===== src/rtl/jtdsp16_do_loop.sv =====
// rtl/jtdsp16_do_loop.sv - zero-overhead do/redo loop sequencer with instruction cache
module jtdsp16_do_loop #(
    parameter int CW = 15
) (
    input  logic        rst,
    input  logic        clk,
    input  logic        cen,
    input  logic        do_start,
    input  logic [10:0] do_data,
    input  logic [15:0] rom_dout,
    output logic [15:0] cache_dout,
    output logic        up_xcache,
    output logic        loop_halt,
    output logic        loop_busy,
    output logic        do_err
);

    typedef enum logic [1:0] {IDLE, FILL, REPLAY} state_t;

    state_t      state, state_nxt;
    logic [3:0]  body_n, body_nxt;
    logic [3:0]  wr_ptr, wr_nxt;
    logic [3:0]  rd_ptr, rd_nxt;
    logic [6:0]  iter, iter_nxt;
    logic        err_nxt;
    logic [3:0]  req_n;
    logic [6:0]  req_k;
    logic        last_wr, last_rd;
    logic [15:0] cache [CW];

    assign req_n   = do_data[10:7];
    assign req_k   = do_data[6:0];
    assign last_wr = wr_ptr == body_n - 4'd1;
    assign last_rd = rd_ptr == body_n - 4'd1;

    always_comb begin
        state_nxt = state;
        body_nxt  = body_n;
        wr_nxt    = wr_ptr;
        rd_nxt    = rd_ptr;
        iter_nxt  = iter;
        err_nxt   = 1'b0;
        case (state)
            IDLE: begin
                if (do_start) begin
                    if (req_k == 7'd0) begin
                        err_nxt = 1'b1;
                    end else if (req_n != 4'd0) begin
                        body_nxt  = req_n;
                        iter_nxt  = req_k;
                        wr_nxt    = 4'd0;
                        state_nxt = FILL;
                    end else if (body_n != 4'd0) begin
                        iter_nxt  = req_k;
                        rd_nxt    = 4'd0;
                        state_nxt = REPLAY;
                    end else begin
                        err_nxt = 1'b1;
                    end
                end
            end
            FILL: begin
                // Nesting is not allowed: a do seen mid-loop is only flagged
                err_nxt = do_start;
                wr_nxt  = last_wr ? 4'd0 : wr_ptr + 4'd1;
                if (last_wr) begin
                    if (iter == 7'd1) begin
                        state_nxt = IDLE;
                    end else begin
                        iter_nxt  = iter - 7'd1;
                        rd_nxt    = 4'd0;
                        state_nxt = REPLAY;
                    end
                end
            end
            REPLAY: begin
                err_nxt = do_start;
                rd_nxt  = last_rd ? 4'd0 : rd_ptr + 4'd1;
                if (last_rd) begin
                    if (iter == 7'd1) state_nxt = IDLE;
                    else              iter_nxt  = iter - 7'd1;
                end
            end
            default: state_nxt = IDLE;
        endcase
    end

    always_ff @(posedge clk or posedge rst) begin
        if (rst) begin
            state     <= IDLE;
            body_n    <= 4'd0;
            iter      <= 7'd0;
            wr_ptr    <= 4'd0;
            rd_ptr    <= 4'd0;
            up_xcache <= 1'b0;
            loop_halt <= 1'b0;
            loop_busy <= 1'b0;
            do_err    <= 1'b0;
        end else if (cen) begin
            state     <= state_nxt;
            body_n    <= body_nxt;
            iter      <= iter_nxt;
            wr_ptr    <= wr_nxt;
            rd_ptr    <= rd_nxt;
            up_xcache <= state_nxt == REPLAY;
            loop_halt <= state_nxt == REPLAY;
            loop_busy <= state_nxt != IDLE;
            do_err    <= err_nxt;
        end
    end

    // Cache contents survive reset; body_n==0 is what marks them stale
    always_ff @(posedge clk) begin
        if (cen && state == FILL) cache[wr_ptr] <= rom_dout;
    end

    assign cache_dout = (state == REPLAY) ? cache[rd_ptr] : 16'h0;

endmodule


===== config.mk =====
export PLATFORM = sky130hd
export DESIGN_NAME = jtdsp16_do_loop
export DESIGN_NICKNAME = d
export VERILOG_FILES = /design/src/rtl/jtdsp16_do_loop.sv
export SDC_FILE = /design/constraint.sdc
export NUM_CORES = 1
export LEC_CHECK = 0
export CELL_PAD_IN_SITES_DETAIL_PLACEMENT = 1
export CELL_PAD_IN_SITES_GLOBAL_PLACEMENT = 2
export CORE_UTILIZATION = 42
export DETAILED_ROUTE_END_ITERATION = 10
export GPL_TIMING_DRIVEN = 0
export PLACE_DENSITY_LB_ADDON = 0.1
export SLEW_MARGIN = 10
export SYNTH_ARGS = -nofsm -noshare
export SYNTH_HDL_FRONTEND = slang
export SYNTH_SLANG_ARGS = --single-unit

===== constraint.sdc =====
create_clock -name clk -period 3.1 [get_ports clk]
set_input_delay 0.31 -clock clk [delete_from_list [all_inputs] [get_ports clk]]
set_output_delay 0.31 -clock clk [all_outputs]
set_load 0.05 [all_outputs]

==> flow_summary_export.csv <==
group,metric,value,unit
run_status,status,"completed",
die,die_w,164,um
logic_synthesis,syn-instance-count,597,
detailed_routing,routed_via_density,5.63,
sta,worstMarginPinSlew,1.21,ns
sta,final.period_utilization,98.9,%
critical_path,timing.rr.start,"state[1]",
grt,grt_pass1_vias,6269,
logic_synthesis,yosysWarnings,0,
critical_path,crit_start,"rd_ptr[0]",
clock_network,cts.sinks,264,
logic_synthesis,synthTopCellsByArea,"edfxtp_1 (65%), mux4_2 (13%), dfrtp_1 (5.5%)",
place,dpl.cell_count,982,
die,start_util,43.2,%
die,die-height,164,um
logic_synthesis,synth-seq-cells,264,
finish,n_fill_cell,2354,
finish,drive_above_1_share,25.4,%
critical_path,end_kind,"output pin",
logic_synthesis,synth_top_area_share,65.4,%
clock_network,cts_tree,"done",
logic_synthesis,avgSynthCellArea,18.5,um2
min_path,min-delay-path-class,"input pin to async pin",
sta,setup_violations,0,
logic_synthesis,synth_area,0.0110,mm2
place,place_congestion,0.789,
critical_path,cp_max_fo,6,
logic_synthesis,synthFlopType,"edfxtp_1",
detailed_routing,via_count,5873,
logic_synthesis,yosysTopAreaCell,"edfxtp_1",
sta,finalHoldViolations,0,
logic_synthesis,yosysSeqAreaShare,70.9,%
grt,grt_overflow_total,0,
detailed_routing,first_pass_iters,4,
die,row_count,58,
sta,clock_skew,0.0139,ns
finish,fin_nets,737,
sta,grt_setup_unrepaired,"true",
detailed_routing,drc,0,
power,ir_drop,0.000455,V
power,leakagePower,4.27,nW
detailed_routing,wl_per_cell,26.2,um
finish,final_area,0.0131,mm2
grt,grt_max_degree,25,
detailed_routing,drt.antenna.violating_nets,0,
sta,period_needed,3.07,ns
critical_path,crit_type,"flop to output pin",
detailed_routing,wirelength,27300,um
logic_synthesis,synth_common_cells,"edfxtp_1 (240), mux4_2 (64), o21ai_0 (32), nand2_1 (31), and2_1 (26)",
sta,drv_slew,0,
sta,max_freq,326,MHz
place,io_buffers,50,
die,core_area,0.0255,mm2
critical_path,worst_setup_path_start_kind,"flop",
clock_network,clockBufferDepth,3,
finish,regArea,0.00781,mm2
sta,relSlewSlack,19.3,%
logic_synthesis,synth_edf_count,240,
finish,area_growth,19.4,%
critical_path,cp.required,2.79,ns
clock_network,h-tree-depth,1,
grt,grt_antenna_before_repair,0,
sta,tns,0,ns
finish,final_cells,1043,
clock_network,numCtsBuffers,29,
logic_synthesis,synth_cell_types,54,
logic_synthesis,synth_most_common_cell,"edfxtp_1",
clock_network,clk_pin_slew,0.07,ns
critical_path,cp_data_arrival_time,2.76,ns
die,dieArea,0.0269,mm2
grt,grt_pass1_wl,40000,um
detailed_routing,drtIter0Drc,312,
grt,grt_use_total,21.0,%
logic_synthesis,synth-async-reset-ratio,9.09,%
place,placed_area,0.0120,mm2
job,maxCapViolCount,0,
die,ios,51,
clock_network,insertion_delay,0.53,ns
clock_network,root_buffer,"clkbuf_16",
finish,diodes,0,
finish,multi_input_area,0.00302,mm2
power,power_density,793,mW/mm2
place,hpwl,16500,um
finish,utilization,51.6,%
logic_synthesis,syn-num-nets,640,
## final timing paths
path                            slack, ns  depth (start not counted)       endpoint
worst max-delay path                 0.03                          6  cache_dout[1]
worst min-delay path                 0.32                          2         do_err
worst max register to register       0.27                          5    cache[9][6]
worst min register to register       0.54                          2         do_err
max in group asynchronous            2.08                          2      rd_ptr[0]
min in group clk                     0.43                          3        iter[0]
## logic make-up (layout without fill, tap and decap cells)
logic type | count (synthesis) | after routing | share of synthesized area, %
xor+xnor | 11 | 11 | 1.00
buf+inv | 47 | 163 | 1.93
simple gates | 111 | 111 | 5.67
fa+ha+maj | 12 | 12 | 1.36
mux | 85 | 85 | 15.0
compound gates | 67 | 67 | 4.12
flops | 264 | 264 | 70.9
## through the flow
stage | setup slack (ns) | hold slack (ns) | power (mW)
finish | 0.0340 | 0.316 | 10.4
global route | -0.0428 | 0.399 | 10.8
CTS | -0.0809 | 0.340 | 10.3
detailed placement | -0.732 | 0.531 | 6.96
global placement | -2.62 | 0.524 | 6.87
floorplan | 0.0974 | 0.325 | 6.18
## cell usage in the layout, fill, tap and decap left out, drive strengths merged, types with 18 or more instances in the layout
| cell | n |
|---|---|
| inv | 18 |
| o21ai | 34 |
| and2 | 26 |
| dfrtp | 24 |
| buf | 42 |
| nand2 | 31 |
| clkbuf | 57 |
| edfxtp | 240 |
| clkdlybuf4s50 | 34 |
| mux4 | 64 |
## state kept, by name, summed over array words and instances, names as in the netlist
name and count:
iter 7, rd_ptr 4, body_n 4, state 2, loop_busy 1, loop_halt 1
wr_ptr 4, do_err 1, cache 240
## per-layer routing
metal,vias to the layer above,wire (um),GRT usage (%)
met5,-,0,0
met1,3095,11800,28.6
met3,39,1290,2.63
li1,2593,-,-
met4,0,517,5.09
met2,146,13700,36.0
## power breakdown
group / switching [mW] / internal, mW / leakage, nW
logic: 1.52 / 1.50 / 1.40
registers: 0.179 / 4.10 / 2.46
clock network: 1.34 / 1.79 / 0.416
total: 3.04 / 7.39 / 4.27
## what timing repair did
item,CTS,global route
resized for setup,130,27
hold buffers,0,0
endpoints found under the setup margin,16,12
buffers inserted,3,5
cloned,0,4
## cell type report
cell class / count / area share, %
Sequential cell: 264 / 59.4
Multi-Input combinational cell: 286 / 22.9
Clock buffer: 37 / 5.75
Timing Repair Buffer: 67 / 5.30
Tap cell: 330 / 3.14
Buffer: 29 / 2.33
Clock inverter: 13 / 0.676
Inverter: 17 / 0.485
## worst max-delay path: stages, from the launching register on
cell and delay, ns:
dfrtp_2 0.53, buf_6 0.17, buf_12 0.14, mux4_2 0.51
mux4_2 0.48, and2_1 0.18, buf_2 0.21
No activity file was read; power rests on OpenSTA's default activity.
